--- src/rtl/fp_pkg.sv ---
// Shared definitions for the FP special-operand resolver: operand class codes
// and a builder for the canonical quiet NaN.
package fp_pkg;

    // Operand class codes carried on out_type_a/out_type_b.
    typedef enum logic [2:0] {
        ZERO      = 3'b000,
        INF       = 3'b001,
        SUBNORMAL = 3'b010,
        NORMAL    = 3'b011,
        NAN       = 3'b100
    } fp_class_e;

    // Widest word the qNaN builder can produce; callers size-cast down to W.
    localparam int unsigned FP_MAX_W = 64;

    // Canonical quiet NaN {sign, all-ones exponent, 1'b1, zeros} for any format
    // whose total width fits in FP_MAX_W bits.
    function automatic logic [FP_MAX_W-1:0] canonical_qnan(
        input logic        sign,
        input int unsigned exp_w,
        input int unsigned man_w
    );
        logic [FP_MAX_W-1:0] word;
        word = ((FP_MAX_W'(1) << exp_w) - FP_MAX_W'(1)) << man_w;
        word[man_w-1]       = 1'b1;
        word[exp_w + man_w] = sign;
        return word;
    endfunction

endpackage

--- src/rtl/fp_special_cases_pipe_if.sv ---
// Handshake bundle for fp_special_cases_pipe: operand input side and result
// output side. The master modport belongs to the producer/consumer around the
// block, the slave modport to the block itself.
// Optional flag outputs are present when FP_SPECIAL_FLAGS_EN is defined.
interface fp_special_cases_pipe_if #(
    parameter int EXP_W = 8,
    parameter int MAN_W = 23
);
    import fp_pkg::*;

    localparam int W = 1 + EXP_W + MAN_W;

    // Input side
    logic         in_valid;
    logic         in_ready;
    logic [W-1:0] in_a;
    logic [W-1:0] in_b;
    logic         in_sub;

    // Output side
    logic         out_valid;
    logic         out_ready;
    logic         out_special;
    logic [W-1:0] out_result;
    logic [W-1:0] out_a;
    logic [W-1:0] out_b;
    fp_class_e    out_type_a;
    fp_class_e    out_type_b;

`ifdef FP_SPECIAL_FLAGS_EN
    logic         out_flag_invalid;
    logic         out_flag_nan_in;

    modport master (
        output in_valid, in_a, in_b, in_sub, out_ready,
        input  in_ready, out_valid, out_special, out_result, out_a, out_b,
               out_type_a, out_type_b, out_flag_invalid, out_flag_nan_in
    );

    modport slave (
        input  in_valid, in_a, in_b, in_sub, out_ready,
        output in_ready, out_valid, out_special, out_result, out_a, out_b,
               out_type_a, out_type_b, out_flag_invalid, out_flag_nan_in
    );
`else
    modport master (
        output in_valid, in_a, in_b, in_sub, out_ready,
        input  in_ready, out_valid, out_special, out_result, out_a, out_b,
               out_type_a, out_type_b
    );

    modport slave (
        input  in_valid, in_a, in_b, in_sub, out_ready,
        output in_ready, out_valid, out_special, out_result, out_a, out_b,
               out_type_a, out_type_b
    );
`endif

endinterface

--- src/rtl/fp_classify.sv ---
// Combinational IEEE-754 operand classifier. Takes the exponent and mantissa
// fields only; the sign never affects the class.
module fp_classify
    import fp_pkg::*;
#(
    parameter int EXP_W = 8,
    parameter int MAN_W = 23
) (
    input  logic [EXP_W-1:0] exp_i,
    input  logic [MAN_W-1:0] man_i,
    output fp_class_e        cls_o
);

    logic exp_zero;
    logic exp_ones;
    logic man_zero;

    assign exp_zero = ~|exp_i;
    assign exp_ones = &exp_i;
    assign man_zero = ~|man_i;

    // Map exponent/mantissa field patterns onto the class code.
    always_comb begin
        cls_o = NORMAL;
        if (exp_zero) begin
            cls_o = man_zero ? ZERO : SUBNORMAL;
        end else if (exp_ones) begin
            cls_o = man_zero ? INF : NAN;
        end
    end

endmodule

--- src/rtl/fp_special_cases_pipe.sv ---
// Two-stage valid/ready special-operand resolver for the FP add/sub datapath.
// S1 registers the operands (B sign already flipped for subtract) and their
// classes; S2 registers the special-case resolution, or flags the pair for
// the normal adder path when no special rule applies.
// Optional feature macro: FP_SPECIAL_FLAGS_EN adds out_flag_invalid and
// out_flag_nan_in; the resolved result is identical either way.
module fp_special_cases_pipe
    import fp_pkg::*;
#(
    parameter int EXP_W = 8,
    parameter int MAN_W = 23
) (
    input logic                    clk,
    input logic                    rst,
    fp_special_cases_pipe_if.slave bus
);

    localparam int W = 1 + EXP_W + MAN_W;

    // ------------------------------------------------------------------
    // Handshake
    // ------------------------------------------------------------------
    logic s2_free;   // S2 can take a new entry this cycle
    logic in_ready;
    logic in_fire;
    logic s1_move;   // S1 entry advances into S2 this cycle

    // ------------------------------------------------------------------
    // Stage 1 state
    // ------------------------------------------------------------------
    logic         s1_valid_q, s1_valid_d;
    logic [W-1:0] s1_a_q,     s1_a_d;
    logic [W-1:0] s1_b_q,     s1_b_d;
    fp_class_e    s1_type_a_q, s1_type_a_d;
    fp_class_e    s1_type_b_q, s1_type_b_d;

    // ------------------------------------------------------------------
    // Stage 2 (output) state
    // ------------------------------------------------------------------
    logic         out_valid_q,   out_valid_d;
    logic         out_special_q, out_special_d;
    logic [W-1:0] out_result_q,  out_result_d;
    logic [W-1:0] out_a_q,       out_a_d;
    logic [W-1:0] out_b_q,       out_b_d;
    fp_class_e    out_type_a_q,  out_type_a_d;
    fp_class_e    out_type_b_q,  out_type_b_d;

    // ------------------------------------------------------------------
    // Input conditioning and classification
    // ------------------------------------------------------------------
    logic [W-1:0] in_b_eff;
    fp_class_e    in_type_a;
    fp_class_e    in_type_b;

    assign in_b_eff = {bus.in_b[W-1] ^ bus.in_sub, bus.in_b[W-2:0]};

    fp_classify #(.EXP_W(EXP_W), .MAN_W(MAN_W)) u_classify_a (
        .exp_i (bus.in_a[W-2:MAN_W]),
        .man_i (bus.in_a[MAN_W-1:0]),
        .cls_o (in_type_a)
    );

    fp_classify #(.EXP_W(EXP_W), .MAN_W(MAN_W)) u_classify_b (
        .exp_i (in_b_eff[W-2:MAN_W]),
        .man_i (in_b_eff[MAN_W-1:0]),
        .cls_o (in_type_b)
    );

    // Pipeline handshake: a stage moves when it is empty or its consumer takes.
    always_comb begin
        s2_free  = !out_valid_q || bus.out_ready;
        in_ready = !s1_valid_q || s2_free;
        in_fire  = bus.in_valid && in_ready;
        s1_move  = s1_valid_q && s2_free;
    end

    // S1 next state: capture operands and classes on an accepted input.
    always_comb begin
        // NOTE: every variable gets a default first so no path leaves it unassigned (no latch).
        s1_valid_d  = s1_valid_q;
        s1_a_d      = s1_a_q;
        s1_b_d      = s1_b_q;
        s1_type_a_d = s1_type_a_q;
        s1_type_b_d = s1_type_b_q;
        if (in_ready) begin
            s1_valid_d = bus.in_valid;
        end
        if (in_fire) begin
            s1_a_d      = bus.in_a;
            s1_b_d      = in_b_eff;
            s1_type_a_d = in_type_a;
            s1_type_b_d = in_type_b;
        end
    end

    // ------------------------------------------------------------------
    // Special-case resolution on the S1 entry
    // ------------------------------------------------------------------
    logic         sign_a, sign_b;
    logic         zero_a, zero_b;
    logic         inf_a,  inf_b;
    logic         nan_a,  nan_b;
    logic [W-1:0] quiet_a, quiet_b;
    logic         res_special;
    logic [W-1:0] res_result;

    // Decode the registered classes and build the quieted NaN candidates.
    always_comb begin
        sign_a  = s1_a_q[W-1];
        sign_b  = s1_b_q[W-1];
        zero_a  = (s1_type_a_q == ZERO);
        zero_b  = (s1_type_b_q == ZERO);
        inf_a   = (s1_type_a_q == INF);
        inf_b   = (s1_type_b_q == INF);
        nan_a   = (s1_type_a_q == NAN);
        nan_b   = (s1_type_b_q == NAN);
        quiet_a = s1_a_q;
        quiet_a[MAN_W-1] = 1'b1;
        quiet_b = s1_b_q;
        quiet_b[MAN_W-1] = 1'b1;
    end

    // Priority rules, first match wins; fall through means "send to adder".
    always_comb begin
        res_special = 1'b1;
        res_result  = '0;
        if (nan_a && nan_b) begin
            // Larger payload wins; a tie keeps A.
            res_result = (s1_b_q[MAN_W-2:0] > s1_a_q[MAN_W-2:0]) ? quiet_b : quiet_a;
        end else if (zero_a && zero_b) begin
            res_result = {sign_a & sign_b, {(W-1){1'b0}}};
        end else if (zero_a || nan_b) begin
            res_result = nan_b ? quiet_b : s1_b_q;
        end else if (zero_b || nan_a) begin
            res_result = nan_a ? quiet_a : s1_a_q;
        end else if (inf_a) begin
            // inf - inf is invalid; same-sign infinities and finite B return A as-is.
            if (inf_b && (sign_a != sign_b)) begin
                res_result = W'(canonical_qnan(sign_a, EXP_W, MAN_W));
            end else begin
                res_result = s1_a_q;
            end
        end else if (inf_b) begin
            res_result = s1_b_q;
        end else begin
            res_special = 1'b0;
        end
    end

    // S2 next state: load the resolution when S1 advances, hold while stalled.
    always_comb begin
        out_valid_d   = out_valid_q;
        out_special_d = out_special_q;
        out_result_d  = out_result_q;
        out_a_d       = out_a_q;
        out_b_d       = out_b_q;
        out_type_a_d  = out_type_a_q;
        out_type_b_d  = out_type_b_q;
        if (s2_free) begin
            out_valid_d = s1_valid_q;
        end
        if (s1_move) begin
            out_special_d = res_special;
            out_result_d  = res_result;
            out_a_d       = s1_a_q;
            out_b_d       = s1_b_q;
            out_type_a_d  = s1_type_a_q;
            out_type_b_d  = s1_type_b_q;
        end
    end

    // Pipeline registers with synchronous reset; reset drops all in-flight pairs.
    always_ff @(posedge clk) begin
        if (rst) begin
            // NOTE: the datapath registers are reset too, because their reset values are visible on the outputs.
            s1_valid_q    <= 1'b0;
            s1_a_q        <= '0;
            s1_b_q        <= '0;
            s1_type_a_q   <= ZERO;
            s1_type_b_q   <= ZERO;
            out_valid_q   <= 1'b0;
            out_special_q <= 1'b0;
            out_result_q  <= '0;
            out_a_q       <= '0;
            out_b_q       <= '0;
            out_type_a_q  <= ZERO;
            out_type_b_q  <= ZERO;
        end else begin
            // NOTE: non-blocking assignments so every flop samples pre-edge values.
            s1_valid_q    <= s1_valid_d;
            s1_a_q        <= s1_a_d;
            s1_b_q        <= s1_b_d;
            s1_type_a_q   <= s1_type_a_d;
            s1_type_b_q   <= s1_type_b_d;
            out_valid_q   <= out_valid_d;
            out_special_q <= out_special_d;
            out_result_q  <= out_result_d;
            out_a_q       <= out_a_d;
            out_b_q       <= out_b_d;
            out_type_a_q  <= out_type_a_d;
            out_type_b_q  <= out_type_b_d;
        end
    end

`ifdef FP_SPECIAL_FLAGS_EN
    // ------------------------------------------------------------------
    // Exception flags, travelling alongside the S2 result
    // ------------------------------------------------------------------
    logic flag_invalid_q, flag_invalid_d;
    logic flag_nan_in_q,  flag_nan_in_d;
    logic snan_a, snan_b;
    logic inf_clash;

    // Invalid on inf-inf or any signalling NaN input; nan_in on any NaN input.
    always_comb begin
        snan_a         = nan_a && !s1_a_q[MAN_W-1];
        snan_b         = nan_b && !s1_b_q[MAN_W-1];
        inf_clash      = inf_a && inf_b && (sign_a != sign_b);
        flag_invalid_d = flag_invalid_q;
        flag_nan_in_d  = flag_nan_in_q;
        if (s1_move) begin
            flag_invalid_d = inf_clash || snan_a || snan_b;
            flag_nan_in_d  = nan_a || nan_b;
        end
    end

    // Flag registers share the S2 reset and advance rules.
    always_ff @(posedge clk) begin
        if (rst) begin
            flag_invalid_q <= 1'b0;
            flag_nan_in_q  <= 1'b0;
        end else begin
            flag_invalid_q <= flag_invalid_d;
            flag_nan_in_q  <= flag_nan_in_d;
        end
    end

    assign bus.out_flag_invalid = flag_invalid_q;
    assign bus.out_flag_nan_in  = flag_nan_in_q;
`endif

    // ------------------------------------------------------------------
    // Outputs
    // ------------------------------------------------------------------
    assign bus.in_ready    = in_ready;
    assign bus.out_valid   = out_valid_q;
    assign bus.out_special = out_special_q;
    assign bus.out_result  = out_result_q;
    assign bus.out_a       = out_a_q;
    assign bus.out_b       = out_b_q;
    assign bus.out_type_a  = out_type_a_q;
    assign bus.out_type_b  = out_type_b_q;

endmodule
--- src/flat_wrapper.sv ---
// flat-port wrapper written by rule: the top's interface ports become plain ports
module fp_special_cases_pipe_flat import fp_pkg::*;
#(
    parameter int EXP_W = 8,
    parameter int MAN_W = 23
)
  (clk, rst, bus_in_valid, bus_in_a, bus_in_b, bus_in_sub, bus_out_ready, bus_in_ready, bus_out_valid, bus_out_special, bus_out_result, bus_out_a, bus_out_b, bus_out_type_a, bus_out_type_b);
  fp_special_cases_pipe_if #(.EXP_W(EXP_W), .MAN_W(MAN_W)) bus_i ();
  input logic clk;
  input logic rst;
  input wire logic [$bits(bus_i.in_valid)-1:0] bus_in_valid;
  input wire logic [$bits(bus_i.in_a)-1:0] bus_in_a;
  input wire logic [$bits(bus_i.in_b)-1:0] bus_in_b;
  input wire logic [$bits(bus_i.in_sub)-1:0] bus_in_sub;
  input wire logic [$bits(bus_i.out_ready)-1:0] bus_out_ready;
  output wire logic [$bits(bus_i.in_ready)-1:0] bus_in_ready;
  output wire logic [$bits(bus_i.out_valid)-1:0] bus_out_valid;
  output wire logic [$bits(bus_i.out_special)-1:0] bus_out_special;
  output wire logic [$bits(bus_i.out_result)-1:0] bus_out_result;
  output wire logic [$bits(bus_i.out_a)-1:0] bus_out_a;
  output wire logic [$bits(bus_i.out_b)-1:0] bus_out_b;
  output wire logic [$bits(bus_i.out_type_a)-1:0] bus_out_type_a;
  output wire logic [$bits(bus_i.out_type_b)-1:0] bus_out_type_b;
  assign bus_i.in_valid = bus_in_valid;
  assign bus_i.in_a = bus_in_a;
  assign bus_i.in_b = bus_in_b;
  assign bus_i.in_sub = bus_in_sub;
  assign bus_i.out_ready = bus_out_ready;
  assign bus_in_ready = bus_i.in_ready;
  assign bus_out_valid = bus_i.out_valid;
  assign bus_out_special = bus_i.out_special;
  assign bus_out_result = bus_i.out_result;
  assign bus_out_a = bus_i.out_a;
  assign bus_out_b = bus_i.out_b;
  assign bus_out_type_a = bus_i.out_type_a;
  assign bus_out_type_b = bus_i.out_type_b;
  fp_special_cases_pipe #(.EXP_W(EXP_W), .MAN_W(MAN_W)) u_core (.clk(clk), .rst(rst), .bus(bus_i));
endmodule
--- config.mk ---
export PLATFORM = sky130hd
export DESIGN_NAME = fp_special_cases_pipe_flat
export DESIGN_NICKNAME = d
export VERILOG_FILES = /design/src/rtl/fp_pkg.sv /design/src/rtl/fp_special_cases_pipe_if.sv /design/src/rtl/fp_classify.sv /design/src/rtl/fp_special_cases_pipe.sv /design/src/flat_wrapper.sv
export SDC_FILE = /design/constraint.sdc
export NUM_CORES = 1
export LEC_CHECK = 0
export BUFFER_PORTS_ARGS = -buffer_cell sky130_fd_sc_hd__clkbuf_2
export CELL_PAD_IN_SITES_DETAIL_PLACEMENT = 1
export CELL_PAD_IN_SITES_GLOBAL_PLACEMENT = 2
export CORE_MARGIN = 3
export CORE_UTILIZATION = 28
export CTS_CLUSTER_SIZE = 40
export DETAILED_ROUTE_END_ITERATION = 6
export GPL_ROUTABILITY_DRIVEN = 0
export PLACE_DENSITY = 0.73
export SYNTH_ARGS = -nofsm -noshare
export SYNTH_HDL_FRONTEND = slang
export SYNTH_HIERARCHICAL = 1
export SYNTH_SLANG_ARGS = --single-unit
--- constraint.sdc ---
create_clock -name clk -period 2.95 [get_ports clk]
set_input_delay 0.295 -clock clk [delete_from_list [all_inputs] [get_ports clk]]
set_output_delay 0.295 -clock clk [all_outputs]
set_load 0.01 [all_outputs]
==> results of run 1 <==
-- metal layers --
layer	routed length [um]	global-route usage, %	vias up
met5	0	0	-
met4	506	5.703	0
met3	1106	3.333	19
met2	14320	33.76	154
met1	13230	25.48	3679
li1	-	-	3676
-- final cells by class --
class | instances | share of cell area [%]
multi-input cells | 711 | 39.45
flip-flops and latches | 175 | 36.26
repair buffers | 199 | 11.66
clock buffers | 18 | 4.545
well taps | 335 | 4.338
clock inverters | 14 | 2.862
inverters | 23 | 0.8936
-- cell families (layout without fill, tap and decap cells) --
| family | after synthesis | count (layout) | share of synthesized area (%) |
|---|---|---|---|
| xor gates and xnor gates | 2 | 2 | 0.2291 |
| adders and majority gates | 23 | 23 | 3.763 |
| buffers and inverters | 91 | 254 | 4.777 |
| and+or+nand+nor | 407 | 407 | 22.69 |
| DFF | 175 | 175 | 45.81 |
| muxes | 1 | 1 | 0.1309 |
| AOI/OAI and AO/OA | 278 | 278 | 22.59 |
-- report_power, final --
group,total [mW],internal (mW),switching [mW],leakage [nW]
combinational,0.686,0.247,0.439,2.05
clock,2.76,1.72,1.04,0.349
sequential,2.55,2.45,0.0979,1.43
-- registers in the layout (all words and copies together), names as in the netlist --
register	flops
u_core/bus.out_a	32
u_core/bus.out_b	32
u_core/bus.out_result	32
u_core/s1_a_q	32
u_core/s1_b_q	32
u_core/bus.out_type_a	3
u_core/bus.out_type_b	3
u_core/s1_type_a_q	3
u_core/s1_type_b_q	3
u_core/bus.out_special	1
u_core/bus.out_valid	1
u_core/s1_valid_q	1
-- how the worst max path moves through the flow --
stage	startpoint	endpoint	slack, ns	cells after the start
after floorplan	u_core/s1_a_q[4]	u_core/bus.out_result[30]	0.54	10
after global placement	u_core/s1_a_q[20]	u_core/bus.out_result[23]	0.24	9
final	u_core/s1_a_q[13]	u_core/bus.out_result[28]	0.22	9
after global routing	u_core/s1_a_q[20]	u_core/bus.out_result[5]	0.03	9
after CTS	u_core/s1_a_q[20]	u_core/bus.out_result[28]	0.08	9
after detailed placement	u_core/s1_a_q[20]	u_core/bus.out_result[23]	0.14	9
-- worst register-to-register path, delay by kind of cell (launching register included) --
family / cells / cell delay (ns)
and+or+nand+nor: 1 / 0.22
AOI/OAI and AO/OA: 6 / 1.61
adders and majority gates: 1 / 0.33
DFF: 1 / 0.42
buffers and inverters: 1 / 0.07
-- synthesized netlist by cell type (all sizes together) (2+ instances only) --
master and instances:
a21boi 5, a311oi 5, nand4 10, o31ai 3, a31oi 2, nor2b 3
a211oi 5, a221o 25, clkbuf 57, nor2 28, or4 4, o22ai 2
nand3 3, dfxtp 175, o21ai 32, o211ai 3, nor4 13, and2 5
o2bb2ai 3, a22oi 23, buf 11, xnor2 2, inv 23, o21a 8
a21oi 154, ha 23, nor3 6, and4 3, nor3b 2, nand2b 8
nand2 318
-- metrics by stage --
step	worst slack (ns)	utilization [%]	power [mW]	cell area [um^2]
6_report	0.2173	36.56	5.999	9662
5_1_grt	0.03276	36.56	6.251	9662
2_1_floorplan	0.5385	-	2.974	7647
3_5_place_dp	0.1412	33.79	3.295	8930
4_1_cts	0.08027	36.50	6.071	9646
3_3_place_gp	0.2404	33.79	3.286	8930
==> PnR_summary.wiki, run 1 <==
{| class="wikitable"
! Metric !! Value
|-
| Status || finished, final reports clean
|-
| Minimum clock period || 2.733 ns
|-
| Area of the die || 29330 um^2
|-
| Root Driver || clkbuf_16
|-
| Most frequent cells in the layout || nand2_1, dfxtp_1, clkbuf_2, a21oi_1, o21ai_0
|-
| Via count of the first global-routing pass || 7803
|-
| Area contributors post-synth || dfxtp_1, nand2_1, a21oi_1
|-
| First-pass GRT wire length || 44.77 mm
|-
| Effective utilization at floorplan || 28.94%
|-
| Required arrival time at the worst endpoint || 3.29 ns
|-
| Number of rows in the core area || 59
|-
| Number of instances on the worst hold path || 3
|-
| Area growth, synth to finish || 26.34%
|-
| Accumulated negative setup slack || 0 ns
|-
| Final hold slack || 0.08698 ns
|-
| Post-route non-filler standard cell count || 1475
|-
| CP Cell Sequence || inv_1, ha_1, a21oi_1, o21ai_0, a221o_1, o31ai_4, a41oi_2, nand2b_1, a311oi_1
|-
| Post-Syn Area per Cell || 7.827 um^2
|-
| Max Fclk || 365.9 MHz
|-
| Critical Path Source Type || register
|-
| Slack of the worst reg-to-reg path || 0.22 ns
|-
| Number of hold violations in the final report || 0
|-
| Max-capacitance violation count || 0
|-
| Register area share after synthesis || 45.81%
|-
| IO buf count || 173
|-
| Most frequent standard cell in the layout excluding fill and tap cells || nand2_1
|-
| Antenna violations before repair || 0
|-
| Number of unique standard cell types used by synthesis || 55
|-
| Worst slew pin tran || 0.7787 ns
|-
| Share of the synthesized area in the top cell type || 45.81%
|-
| # hold bufs at CTS || 0
|-
| Filler cells || 3256
|-
| Warnings from Yosys || 6
|-
| Lkg Pwr || 3.828 nW
|-
| Worst hold path startpoint || bus_in_a[31]
|-
| Worst reg-to-reg path cell count || 9
|-
| Share of cells above drive strength 1 || 21.93%
|-
| Data arrival time of the critical path || 3.07 ns
|-
| Async S/R FF share, synth || 0%
|-
| Worst supply voltage drop on vdd || 0.0003413 V
|-
| RSZ-0062 raised after global routing || false
|-
| Synth Flop Type || dfxtp_1
|-
| Class of the most critical setup path || reg -> reg
|-
| Worst r2r src || u_core/s1_a_q[13]
|-
| Cell type with the largest total area after synthesis || dfxtp_1
|-
| Multi-input logic area || 3811 um^2
|-
| Number of standard cells after synthesis || 977
|-
| RR Endpoint || u_core/bus.out_result[28]
|-
| Global routing usage summed across all routing layers || 19.67%
|-
| Post-DP HPWL || 20.42 mm
|-
| Final Skew || 0.01028 ns
|-
| Horizontal extent of the die || 171.3 um
|-
| Critical Path Slowest Stage Cell || dfxtp_1
|-
| Via density per instance || 5.104
|-
| Final worst-path cycle share || 92.63%
|-
| Path category of the worst min-delay check || in -> reg
|-
| Routed Antenna Nets || 0
|-
| Postcts setup bufs || 0
|-
| Clock-pin slew on the worst setup and hold paths || 0.07 ns
|-
| DR iter-0 viols || 423
|-
| Number of buffers created by CTS || 17
|-
| Count of flip-flops with a built-in enable after synthesis || 0
|-
| Nature of the critical path endpoint || register
|-
| Power per unit of standard cell area || 620.9 nW/um^2
|-
| Instance count after placement with tap cells included || 1443
|-
| Number of buffers and inverters on the critical path || 1
|-
| Final-report max-slew violation count || 0
|-
| Cell area after synthesis || 7647 um^2
|-
| Max-Slew Margin vs Limit || 47.61%
|-
| CP max stage delay || 0.42 ns
|-
| CTS tree || yes
|-
| Maximum number of pins on one net before global-route repair || 127
|-
| Routed wire length || 29.16 mm
|-
| Post-route DRC || 0
|-
| Antenna diodes || 0
|-
| Detailed Routing Iterations Pass 1 || 5
|-
| Total setup violations reported at the end of the flow || 0
|-
| Number of nets in the final layout || 1219
|-
| Clock insertion delay at the later pin of the skew report || 0.43 ns
|-
| Average wire length per cell after detail routing || 19.77 um
|-
| Die boundary height || 171.3 um
|-
| Total number of clock tree sinks || 175
|-
| CP delay by family, top || compound AO/OA/AOI/OAI gates
|-
| CTS H-tree depth || 4
|-
| Register area || 3503 um^2
|-
| Hold worst-path end || u_core/s1_a_q[31]
|-
| Number of top-level pins || 174
|-
| Global route overflow || 0
|-
| Post-cts resize count || 0
|-
| Critical-path maximum fanout || 5
|-
| Clock buffer depth || 2
|-
| Via Count || 7528
|-
| Number of flip-flops and latches in the synthesized netlist || 175
|-
| Post-synthesis net count || 1069
|-
| Area of the core region || 26430 um^2
|}
(Power assumes the default switching activity.)
==> inputs of run 2 (changes only) <==
--- a/config.mk
+++ b/config.mk
@@ -14,6 +14,7 @@
 export DETAILED_ROUTE_END_ITERATION = 6
 export GPL_ROUTABILITY_DRIVEN = 0
 export PLACE_DENSITY = 0.73
+export RECOVER_POWER = 100
 export SYNTH_ARGS = -nofsm -noshare
 export SYNTH_HDL_FRONTEND = slang
 export SYNTH_HIERARCHICAL = 1
==> constraint.sdc (replaced) <==
create_clock -name clk -period 3.1 [get_ports clk]
set_input_delay 0.31 -clock clk [delete_from_list [all_inputs] [get_ports clk]]
set_output_delay 0.31 -clock clk [all_outputs]
set_load 0.01 [all_outputs]
==> PnR_summary.wiki, run 2 (synthesized netlist as in run 1, its figures left out) <==
{| class="wikitable"
! Metric !! Value
|-
| Max Fclk || 355.7 MHz (-2.8%)
|-
| Nature of the critical path endpoint || register
|-
| Number of buffers created by CTS || 17 (unchanged)
|-
| Global routing usage summed across all routing layers || 19.99% (+0.32 points)
|-
| DR iter-0 viols || 463 (+9.5%)
|-
| CTS tree || yes
|-
| Data arrival time of the critical path || 3.16 ns (+0.09 ns)
|-
| Area of the die || 29330 um^2 (unchanged)
|-
| CP Cell Sequence || nor2b_1, nand2_1, and2_0, buf_4, nor2_1, a211oi_1
|-
| Final Skew || 0.01201 ns (+0.001739 ns)
|-
| Root Driver || clkbuf_16
|-
| Pwr Total || 5.240 mW (-13%)
|-
| Average wire length per cell after detail routing || 19.84 um (+0.38%)
|-
| Via density per instance || 5.099 (about the same)
|-
| Post-cts resize count || 0 (unchanged)
|-
| CTS H-tree depth || 4 (unchanged)
|-
| Number of nets in the final layout || 1214 (-0.41%)
|-
| Path category of the worst min-delay check || in -> reg
|-
| Worst r2r src || u_core/bus.out_valid
|-
| Violated checks || max-capacitance violations, max-slew violations
|-
| Critical Path Source Type || register
|-
| Critical-path maximum fanout || 25 (+20)
|-
| Area growth, synth to finish || 21.55%
|-
| Lkg Pwr || 3.338 nW (-13%)
|-
| Number of rows in the core area || 59 (unchanged)
|-
| Via Count || 7495 (-0.44%)
|-
| Via count of the first global-routing pass || 7799 (-0.051%)
|-
| Power per unit of standard cell area || 563.7 nW/um^2 (-9.2%)
|-
| Die boundary height || 171.3 um (unchanged)
|-
| Routed wire length || 29.17 mm (about the same)
|-
| Final-report max-slew violation count || 26 (+26)
|-
| Post-DP HPWL || 20.28 mm (-0.69%)
|-
| Final worst-path cycle share || 90.69% (-1.9 points)
|-
| Number of buffers and inverters on the critical path || 1 (unchanged)
|-
| Status || finished with violations
|-
| Post-route DRC || 0 (unchanged)
|-
| # hold bufs at CTS || 0 (unchanged)
|-
| Effective utilization at floorplan || 28.94% (unchanged)
|-
| Max-Slew Margin vs Limit || -13.57% (-61 points)
|-
| Required arrival time at the worst endpoint || 3.45 ns (+0.16 ns)
|-
| Final hold slack || 0.1006 ns (+0.01358 ns)
|-
| Critical Path Slowest Stage Cell || and2_0
|-
| Horizontal extent of the die || 171.3 um (unchanged)
|-
| Antenna violations before repair || 0 (unchanged)
|-
| Clock buffer depth || 2 (unchanged)
|-
| Worst slack at placement || 0.4120 ns (+0.2708 ns)
|-
| Core utilization of the finished layout || 35.17% (-1.4 points)
|-
| Maximum number of pins on one net before global-route repair || 78 (-39%)
|-
| Postcts setup bufs || 0 (unchanged)
|-
| Total setup violations reported at the end of the flow || 0 (unchanged)
|-
| CP delay by family, top || simple AND/OR/NAND/NOR gates
|-
| Area of the core region || 26430 um^2 (unchanged)
|-
| Routed Antenna Nets || 0 (unchanged)
|-
| Clock insertion delay at the later pin of the skew report || 0.44 ns (about the same)
|-
| RSZ-0062 raised after global routing || false
|-
| Most frequent standard cell in the layout excluding fill and tap cells || nand2_1
|-
| Total number of clock tree sinks || 175 (unchanged)
|-
| Critical path startpoint || u_core/bus.out_valid
|-
| Max-capacitance violation count || 1 (+1)
|-
| Antenna diodes || 0 (unchanged)
|-
| Worst hold path startpoint || bus_in_a[31]
|-
| Share of cells above drive strength 1 || 11.63% (-10 points)
|-
| Detailed Routing Iterations Pass 1 || 4 (-1)
|-
| CP max stage delay || 1.30 ns (+0.88 ns)
|-
| Clock-pin slew on the worst setup and hold paths || 0.07 ns (about the same)
|-
| Number of hold violations in the final report || 0 (unchanged)
|-
| First-pass GRT wire length || 45.15 mm (+0.83%)
|-
| Class of the most critical setup path || reg -> reg
|-
| Accumulated negative setup slack || 0 ns (unchanged)
|-
| Number of top-level pins || 174 (unchanged)
|-
| Most frequent cells in the layout || nand2_1, dfxtp_1, a21oi_1, clkbuf_1, clkbuf_2
|-
| Minimum clock period || 2.812 ns (+0.07880 ns)
|-
| Setup slack of the critical path after layout || 0.2885 ns (+0.07120 ns)
|-
| Worst supply voltage drop on vdd || 0.0002619 V (-23%)
|-
| Global route overflow || 0 (unchanged)
|-
| Worst slew pin tran || 1.703 ns (+0.9238 ns)
|-
| IO buf count || 173 (unchanged)
|}
[run 2: cell count changes in the layout (fill, tap and decap cells not counted), sizes merged]
cell      change
clkinvlp      +4
inv           +2
clkbuf        +4
buf           -7
clkinv        -2
bufinv        -6
[run 2: stage by stage]
stage               cells  area (um^2)
floorplan             977         7647
global placement     1438         8880
detailed placement   1438         8880
CTS                  1470         9460
global route         1470         9295
finish               1470         9295
[run 2: worst min-delay path: cells and delay by family]
kind / cells / cell delay (ns)
and+or+nand+nor: 1 / 0.05
buffers and inverters: 1 / 0.08
AOI/OAI and AO/OA: 1 / 0.05
[run 2: final cells by class]
| class | count | area (um^2) |
|---|---|---|
| Clock buffer | 20 | 456.7 |
| Clock inverter | 12 | 123.9 |
| Fill cell | 3299 | 17130 |
| Inverter | 23 | 86.33 |
| Multi-Input combinational cell | 711 | 3777 |
| Sequential cell | 175 | 3503 |
| Tap cell | 335 | 419.2 |
| Timing Repair Buffer | 194 | 928.4 |
[run 2: worst paths after layout]
kind | end | slack, ns | depth (start not counted)
worst min-delay path | u_core/s1_a_q[31] | 0.10 | 3
worst max register to register | u_core/s1_b_q[31] | 0.29 | 6
worst min register to register | u_core/bus.out_a[10] | 0.46 | 2
worst max-delay path | u_core/s1_b_q[31] | 0.29 | 6
[run 2: routing by layer]
metal / wire length, um / track usage [%]
met1: 13450 / 26.01
met2: 14230 / 34.24
met3: 1061 / 3.264
met4: 433 / 5.843
met5: 0 / 0
[run 2: where the power goes]
part | internal [mW] | leakage (nW) | switching [mW]
logic | 0.213 | 1.64 | 0.403
clock network | 1.17 | 0.273 | 1.01
registers | 2.34 | 1.43 | 0.104
total | 3.72 | 3.34 | 1.52
